--- src/rtl/dpll_lock_seq.sv ---
// dpll_lock_seq: reset, settle and lock-check sequencer for a DPLL.
// Each start pulse runs this sequence:
//   reset the DPLL -> settle -> check lock -> (step init_code, settle again)* -> locked / fail
// Optional build macro DPLL_LOCK_SEQ_AUTO_RELOCK_EN: if defined, a lock loss restarts
// the DPLL reset and keeps init_code. If undefined, a lock loss ends in the fail state.
module dpll_lock_seq #(
    parameter int         RST_CYCLES    = 8,
    parameter int         SETTLE_CYCLES = 256,
    parameter int         LOCK_COUNT    = 4,
    parameter int         MAX_RETRY     = 15,
    parameter logic [8:0] INIT_DEFAULT  = 9'd256,
    parameter logic [8:0] STEP          = 9'd16
) (
    input  logic        ref_clk,
    input  logic        resetn,
    input  logic        start,
    input  logic [15:0] target_counter,
    input  logic [15:0] ref_window,
    input  logic [2:0]  status,
    output logic        dpll_resetn,
    output logic [8:0]  init_code,
    output logic [15:0] counter,
    output logic [15:0] ref_counter,
    output logic        busy,
    output logic        locked,
    output logic        fail,
    output logic [3:0]  retry_cnt
);

    typedef enum logic [2:0] {
        S_IDLE, S_PRST, S_SETTLE, S_CHECK, S_STEP, S_LOCKED, S_FAIL
    } state_t;

    localparam logic [15:0] RST_LAST    = 16'(RST_CYCLES - 1);
    localparam logic [15:0] SETTLE_LAST = 16'(SETTLE_CYCLES - 1);
    localparam logic [15:0] LOCK_LAST   = 16'(LOCK_COUNT - 1);
    localparam logic [3:0]  RETRY_MAX   = 4'(MAX_RETRY);

    state_t      state, state_nxt;
    logic [2:0]  sync1, sst;
    logic [15:0] cnt;
    logic        loss;      // previous LOCKED cycle already saw sst[0]=0
    logic        started;   // at least one start accepted since reset
    logic        start_ok;
    logic        lost;

    // Move init_code one step against the DCO error, clamped to the 9-bit code range.
    function automatic logic [8:0] step_code(input logic [8:0] code, input logic [2:0] s);
        logic [9:0] sum;
        sum = {1'b0, code} + {1'b0, STEP};
        if (s[1] && !s[2])
            return (code < STEP) ? 9'd0 : code - STEP;
        else if (s[2] && !s[1])
            return sum[9] ? 9'd511 : sum[8:0];
        else
            return code;
    endfunction

    // Two-flop synchronizer for the asynchronous DPLL status bits.
    always_ff @(posedge ref_clk or negedge resetn) begin
        if (!resetn) begin
            sync1 <= '0;
            sst   <= '0;
        end else begin
            sync1 <= status;
            sst   <= sync1;
        end
    end

    // State register.
    always_ff @(posedge ref_clk or negedge resetn) begin
        if (!resetn) state <= S_IDLE;
        else         state <= state_nxt;
    end

    // Next-state logic; an accepted start overrides everything else.
    always_comb begin
        start_ok  = start && (state == S_IDLE || state == S_LOCKED || state == S_FAIL);
        lost      = (state == S_LOCKED) && !sst[0] && loss;
        state_nxt = state;
        if (start_ok) begin
            state_nxt = S_PRST;
        end else begin
            case (state)
                S_PRST:   if (cnt == RST_LAST) state_nxt = S_SETTLE;
                S_SETTLE: if (cnt == SETTLE_LAST) state_nxt = S_CHECK;
                S_CHECK: begin
                    if (!sst[0])               state_nxt = S_STEP;
                    else if (cnt == LOCK_LAST) state_nxt = S_LOCKED;
                end
                S_STEP:   state_nxt = (retry_cnt == RETRY_MAX) ? S_FAIL : S_SETTLE;
                S_LOCKED: begin
`ifdef DPLL_LOCK_SEQ_AUTO_RELOCK_EN
                    if (lost) state_nxt = S_PRST;
`else
                    if (lost) state_nxt = S_FAIL;
`endif
                end
                default:  state_nxt = state;
            endcase
        end
    end

    // Sequence counters, code stepping and latched DPLL configuration words.
    always_ff @(posedge ref_clk or negedge resetn) begin
        if (!resetn) begin
            cnt         <= '0;
            loss        <= 1'b0;
            started     <= 1'b0;
            init_code   <= INIT_DEFAULT;
            retry_cnt   <= '0;
            counter     <= '0;
            ref_counter <= '0;
        end else begin
            // cnt restarts at every state entry and counts cycles spent in the state
            cnt  <= (state_nxt == state) ? cnt + 16'd1 : 16'd0;
            loss <= (state == S_LOCKED) && (state_nxt == S_LOCKED) && !sst[0];
            if (start_ok) begin
                started     <= 1'b1;
                counter     <= target_counter;
                ref_counter <= ref_window;
                init_code   <= INIT_DEFAULT;
                retry_cnt   <= '0;
            end else if (state == S_STEP && retry_cnt != RETRY_MAX) begin
                init_code <= step_code(init_code, sst);
                retry_cnt <= retry_cnt + 4'd1;
            end else if (lost) begin
                // relock keeps the code that last achieved lock
                retry_cnt <= '0;
            end
        end
    end

    // Outputs decoded from state; the DPLL is held in reset until the first start.
    always_comb begin
        busy        = (state == S_PRST) || (state == S_SETTLE) ||
                      (state == S_CHECK) || (state == S_STEP);
        locked      = (state == S_LOCKED);
        fail        = (state == S_FAIL);
        dpll_resetn = !((state == S_PRST) || (state == S_IDLE && !started));
    end

endmodule

--- config.mk ---
export PLATFORM = sky130hd
export DESIGN_NAME = dpll_lock_seq
export DESIGN_NICKNAME = d
export VERILOG_FILES = /design/src/rtl/dpll_lock_seq.sv
export SDC_FILE = /design/constraint.sdc
export NUM_CORES = 1
export LEC_CHECK = 0
export CORE_ASPECT_RATIO = 0.5
export CORE_MARGIN = 5
export CORE_UTILIZATION = 41
export DETAILED_ROUTE_END_ITERATION = 8
export PLACE_DENSITY = 0.72
export SYNTH_ARGS = -nofsm -noshare
export SYNTH_HDL_FRONTEND = slang
export SYNTH_SLANG_ARGS = --single-unit
--- constraint.sdc ---
create_clock -name ref_clk -period 2.1 [get_ports ref_clk]
set_input_delay 0.21 -clock ref_clk [delete_from_list [all_inputs] [get_ports ref_clk]]
set_output_delay 0.21 -clock ref_clk [all_outputs]
set_load 0.05 [all_outputs]
==> results of run 1 <==
==> worst max-delay path: stages (launching register included) <==
cell and delay, ns:
dfrtp_1 0.38, ha_2 0.21, nor4b_4 0.20, nand4_1 0.17, a211o_1 0.35, and3_4 0.18, o31ai_4 0.21, buf_12 0.19
nor2_1 0.06
==> timing repair <==
| item | 4_1_cts | 5_1_grt |
|---|---|---|
| buffers inserted | 1 | 0 |
| pin swaps | 1 | 1 |
| gates resized for setup | 2 | 2 |
| endpoints found under the setup margin | 8 | 16 |
| gates cloned | 0 | 0 |
| hold endpoints to repair | 17 | 0 |
| hold buffers | 1 | 0 |
==> power groups by stage <==
stage,clock network [W],registers (W),logic (W)
final,0.00162,0.00218,0.00438
after global placement,0,0.00216,0.00431
after CTS,0.00164,0.00218,0.00440
after global routing,0.00171,0.00225,0.00461
after detailed placement,0,0.00220,0.00438
after floorplan,0,0.00339,0.00170
==> logic make-up after synthesis <==
logic type,count (synthesis)
and+or+nand+nor,93
xor gates and xnor gates,20
buffers and inverters,24
AOI/OAI and AO/OA,52
DFF,69
adders and majority gates,4
muxes,32
==> cells in the final DEF (no fill, tap or decap), types with 10 or more instances in the layout <==
cell type	synthesis	layout
dfrtp_1	68	68
buf_4	4	13
nand2_1	16	16
o21ai_0	13	13
a21oi_1	10	10
inv_1	10	10
nor2_1	19	19
mux2_2	32	32
xor2_1	11	11
nand3_1	13	13
nor2_2	10	10
clkdlybuf4s50_1	0	81
==> cell usage after synthesis, drive strengths merged (2+ instances only) <==
master | n | area, um2
and2 | 4 | 26.3
a21o | 2 | 15.0
nand4 | 5 | 31.3
inv | 10 | 37.5
xnor2 | 9 | 78.8
nor3b | 3 | 22.5
mux2 | 32 | 360
clkbuf | 5 | 18.8
ha | 4 | 50.1
nor4 | 2 | 33.8
nand2b | 7 | 43.8
nand2 | 16 | 60.1
nand3 | 13 | 65.1
xor2 | 11 | 96.3
nor2 | 29 | 134
a21oi | 10 | 50.1
o211ai | 2 | 15.0
and3 | 5 | 36.3
a31oi | 3 | 18.8
o21ai | 13 | 65.1
o31ai | 3 | 36.3
nor3 | 6 | 30.0
a22oi | 2 | 15.0
dfrtp | 68 | 1700
buf | 9 | 61.3
a31o | 4 | 35.0
==> registers in the layout, indices dropped and copies added (netlist names) <==
signal / count
started: 1
sst: 3
sync1: 3
ref_counter: 16
state: 3
counter: 16
cnt: 16
init_code: 6
retry_cnt: 4
loss: 1
==> final timing paths <==
kind	start	slack [ns]	end	cells past startpoint
max	cnt[1]	0.04	cnt[3]	8
min	status[0]	0.32	sync1[0]	1
max reg2reg	cnt[1]	0.04	cnt[3]	8
min reg2reg	sync1[1]	0.35	sst[1]	0
max in group asynchronous	resetn	1.11	counter[13]	3
min in group asynchronous	resetn	0.36	sync1[0]	2
==> per-stage QoR <==
| step | total power [W] | hold WS [ns] | std cells |
|---|---|---|---|
| 2_1_floorplan | 0.00508 | -0.0856 | 294 |
| 3_3_place_gp | 0.00646 | 0.173 | 490 |
| 3_5_place_dp | 0.00657 | 0.192 | 490 |
| 4_1_cts | 0.00822 | 0.318 | 508 |
| 5_1_grt | 0.00857 | 0.308 | 508 |
| 6_report | 0.00818 | 0.319 | 508 |
==> routing by layer <==
| metal | GRT usage (%) | wire length [um] | vias to the layer above |
|---|---|---|---|
| li1 | - | - | 1230 |
| met1 | 19.2 | 3170 | 1304 |
| met2 | 29.8 | 4310 | 52 |
| met3 | 4.04 | 292 | 16 |
| met4 | 6.08 | 138 | 0 |
| met5 | 0 | 0 | - |
==> area by class of cell <==
| class | instances | area [um2] |
|---|---|---|
| Fill cell | 649 | 3220 |
| Timing Repair Buffer | 100 | 1000 |
| Clock inverter | 7 | 100 |
| Clock buffer | 9 | 225 |
| Sequential cell | 69 | 1730 |
| Tap cell | 112 | 140 |
| Inverter | 10 | 37.5 |
| Multi-Input combinational cell | 201 | 1480 |
==> impl_results.md, run 1 <==
- DRT iter0 DRCs: 143
- Setup TNS: 0 ns
- Final wirelength: 7.91 mm
- Clk buf depth: 2
- Tcrit/Tclk final: 98.3%
- Type of the worst setup path: reg -> reg
- Worst hold path class: in -> reg
- Layout cell share with drive strength beyond 1: between 20% and 30%
- Area fraction in compound gates after synthesis: 11.0%
- Area delta synth->final: 42.6%
- Average wire per standard cell: 15.6 um
- CP Data Required Time: 2.32 ns
- Clk pwr share: 19.8%
- H-tree levels: 3
- Chip width: 137 um
- Xor/xnor share of the synthesized area: 5.30%
- Switching Fraction: roughly 44%
- Total track usage: 16.5%
- RSZ-0062 raised after global routing: yes
- Largest net degree at the start of global routing: 52
- Placed wire-length estimate: 5.90 mm
- Critical path peak fanout: 16
- Clock sink count: 69
- Clk_lat worst skew: 0.33 ns
- Slew Viols, Final: 0
- CTS buffer count: 9
- Ys Warns: 0
- Die area: just over 0.01 mm2
- Slew HR: between 60 and 70%
- N_diodes: 0
- Ys async rst share: 100%
- Max Fclk: 485 MHz
- Starting Density: 41.7%
- Post-route minimum period: 2.06 ns
- Synth Area in Adders: 1.51%
- Mapped Avg Cell Area: 11.3 um2
- Outcome: finished clean
- Clock transition at path regs: approximately 0.060 ns
- Nets: roughly 430
- Number of global-route vias before repair: 2670
- Post-synth cell types: 50
- MaxCap Viol Count: 0
- Port bufs: 86
- Clk root buf: clkbuf_16
- Top_reg_cell synth: dfrtp_1
- Slew @ Worst Pin: 0.541 ns
- Logic pwr share: 53.6%
- Switch Pwr: 0.00362 W
- Arr. time, crit path: 2.28 ns
- Worst Setup Start Kind: register
- Final hold viol count: 0
- Number of enable flip-flop cells after synthesis: 0
- Seq cells post-synth: 69
- Placed cell area: 0.00435 mm2
- TritonCTS clock tree: yes
- Via density: 5.12
- Core area: 0.00794 mm2
- Post-route setup slack: 0.0365 ns
- Setup Skew: 0.00496 ns
- Sequential area share after synthesis: 52.2%
- Max VDD drop: about 600 uV
- Mux share of post-synthesis cell area: 10.9%
- Crit end category: register
- Initial antenna violation count: 0
- Placer Congestion: 0.891
- Congestion Overflow GR: 0
- DRT Pass-1 Iters: 4
- Die Ht: 73.5 um
- Finished Core Util: 59.4%
- DR vias: 2602
- Cells after Synth: between 200 and 300
- Final setup fails: 0
- DP Worst Slack: 0.00700 ns
- Mapped cell area: 0.00331 mm2
- Power per Cell Area: 1730 mW/mm2
- First-pass GRT wire length: 13.1 mm
- Antenna Nets Post-Route: 0
- Synthesized Nets: around 340
- Design Area, Final: 0.00472 mm2
- Int Power: 0.00456 W
- Num ports: 87
- Sequential power share: 26.7%
- Cell row count: 23
- DRC violation count after routing: 0
- Post-synthesis simple-gate area fraction: 15.5%
- Leakage: 1.99 nW
- Largest family of logic cells by synthesized area: simple AND/OR/NAND/NOR gates
No activity file was read; power rests on OpenSTA's default activity.
==> run 2: changes to the inputs <==
CORE_UTILIZATION = 44   (was 41)
PLACE_DENSITY = 0.76   (was 0.72)
==> run 2 against run 1 <==
Effect of this change:
- the run now ends with negative setup slack left
- count of clock-buffer cells in the layout stayed put
- non-clock buffer count is 1 higher
- critical endpoint is now cnt[6]
- worst setup slack worse by 0.041 ns
- combinational power is 0.9% higher
- sequential power hardly changed
- routed wire length is 0.24% higher
- global-route usage is 1.1 points higher
- sequential cell count stayed put
- sequential share of layout area is 0.22 points lower
- hold slack worse by 0.0024 ns
- die area is 6.1% lower
- total power is 3.0% higher
- largest power group unchanged
==> impl_results.md, run 2 (same netlist as run 1, synthesis figures left out) <==
- Via density: between 5 and 6
- Max VDD drop: 733 uV
- Worst Setup Start Kind: register
- Total track usage: 17.6%
- Area delta synth->final: 43.5%
- Initial antenna violation count: 0
- Congestion Overflow GR: 0
- Port bufs: 86
- Worst Reg2Reg Path Length in Cells: 8
- Worst path bufs/invs: 1
- Slew Viols, Final: 0
- MaxCap Viol Count: 0
- DRT Pass-1 Iters: 4
- Most frequent cells in the layout: clkdlybuf4s50_1, dfrtp_1, mux2_2
- Worst hold path class: in -> reg
- Core area: ~0.0073 mm2
- Power per Cell Area: roughly 1800 mW/mm2
- Placed wire-length estimate: 5.68 mm
- DRT iter0 DRCs: between 100 and 150
- N_diodes: 0
- Die Ht: between 70 and 80 um
- Crit-path cells: ha_2 -> nor4b_4 -> nand4_1 -> a211o_1 -> and3_4 -> o31ai_4 -> buf_12 -> nor2_1
- Type of the worst setup path: reg -> reg
- Critical Path End: cnt[6]
- Layout cell share with drive strength beyond 1: between 20% and 30%
- Average wire per standard cell: 16.1 um
- CTS buffer count: 9
- Largest regs: cnt: 16 flops, counter: 16 flops, ref_counter: 16 flops
- Failing checks: negative setup slack
- Chip width: 133 um
- Placer Congestion: 0.951
- Hold_sp: status[1]
- Final setup fails: 2
- Num ports: 87
- First-pass GRT wire length: 13.3 mm
- Slowest cell on crit path: dfrtp_1
- Design Area, Final: 0.00475 mm2
- Die area: approximately 0.0095 mm2
- Largest net degree at the start of global routing: 70
- Crit. Startpoint: cnt[1]
- Setup Skew: 0.00472 ns
- Post-route setup slack: -0.00474 ns
- Slew @ Worst Pin: 0.553 ns
- Clk root buf: clkbuf_16
- FF-to-FF Start: cnt[1]
- Commonest non-fill, non-tap cell in the layout: clkdlybuf4s50_1
- Tcrit/Tclk final: 100%
- Arr. time, crit path: 2.32 ns
- Max Fclk: approximately 480 MHz
- Final hold viol count: 0
- Finished Layout Cells: 493
- Clock transition at path regs: 0.05 ns
- Crit end category: register
- Placed insts: between 400 and 500
- Clk buf depth: 2
- Outcome: finished with violations
- Cell row count: 22
- Starting Density: 45.2%
- Crit path depth: 8
- Nets: ~430
- Worst R2R End: cnt[6]
- Post-route minimum period: 2.10 ns
- R2r setup slk: -0.005 ns
- FILL cells: 546
- Placed cell area: between 0.004 and 0.005 mm2
- Clk_lat worst skew: about 0.33 ns
- H-tree levels: 3
- Cell family with most CP delay: simple AND/OR/NAND/NOR gates
- Final wirelength: about 8 mm
- CP Data Required Time: 2.32 ns
- CP peak stage delay: ~0.37 ns
- Leakage: between 2 and 2.5 nW
- Critical path peak fanout: 16
- Hold_ws: between 0.3 and 0.4 ns
- Number of global-route vias before repair: 2670
- RSZ-0062 raised after global routing: yes
- Clock sink count: 69
- Antenna Nets Post-Route: 0
- DP Worst Slack: between 0.015 and 0.02 ns
- TritonCTS clock tree: yes
- DR vias: roughly 2500
- DRC violation count after routing: 0
- Slew HR: 63.0%
==> run 2: routing by layer <==
metal | global-route usage, % | up-vias | routed length (um)
met1 | 20.2 | 1274 | 3290
met4 | 5.53 | 0 | 107
met2 | 31.9 | 35 | 4270
met3 | 5.61 | 7 | 258
met5 | 0 | - | 0
li1 | - | 1233 | -
==> run 2: worst reg2reg max path, stage by stage, from the launching register on <==
cell	delay [ns]
dfrtp_1	0.37
ha_2	0.20
nor4b_4	0.21
nand4_1	0.20
a211o_1	0.36
and3_4	0.18
o31ai_4	0.21
buf_12	0.19
nor2_1	0.06
==> run 2: metrics by stage <==
stage                     utilization (%)  total power, W  setup TNS [ns]
final                                64.8         0.00842        -0.00593
after global placement               59.3         0.00646               0
after CTS                            64.5         0.00848               0
after floorplan                         -         0.00508               0
after detailed placement             59.3         0.00658               0
after global routing                 64.8         0.00882           -2.03
==> run 2: final cells by class <==
| class | instances | area, um2 | area share, % |
|---|---|---|---|
| clock buffers | 9 | 225 | 4.74 |
| inverters | 10 | 37.5 | 0.791 |
| well taps | 96 | 120 | 2.53 |
| clock inverters | 7 | 138 | 2.90 |
| multi-input cells | 201 | 1490 | 31.3 |
| flip-flops and latches | 69 | 1730 | 36.4 |
| repair buffers | 101 | 1010 | 21.3 |
==> run 2: worst min path at each step <==
stage / slack [ns] / end / cells past startpoint
finish: 0.32 / sync1[1] / 1
global route: 0.31 / sync1[1] / 1
CTS: 0.30 / sync1[1] / 1
detailed placement: 0.26 / counter[11] / 2
global placement: 0.26 / counter[7] / 2
floorplan: -0.09 / cnt[0] / 0
==> run 2: power breakdown <==
part,internal (W),leakage [nW],switching [W]
Clock,0.00127,0.175,0.000555
Combinational,0.00175,0.986,0.00267
Sequential,0.00178,0.861,0.000390
Total,0.00481,2.02,0.00362
==> run 2: timing repair <==
item	in CTS	in global routing
hold buffers	1	0
buffers inserted	0	1
pin swaps	0	1
gates cloned	0	0
resized for setup	1	3
hold endpoints to repair	68	0
endpoints found under the setup margin	10	16
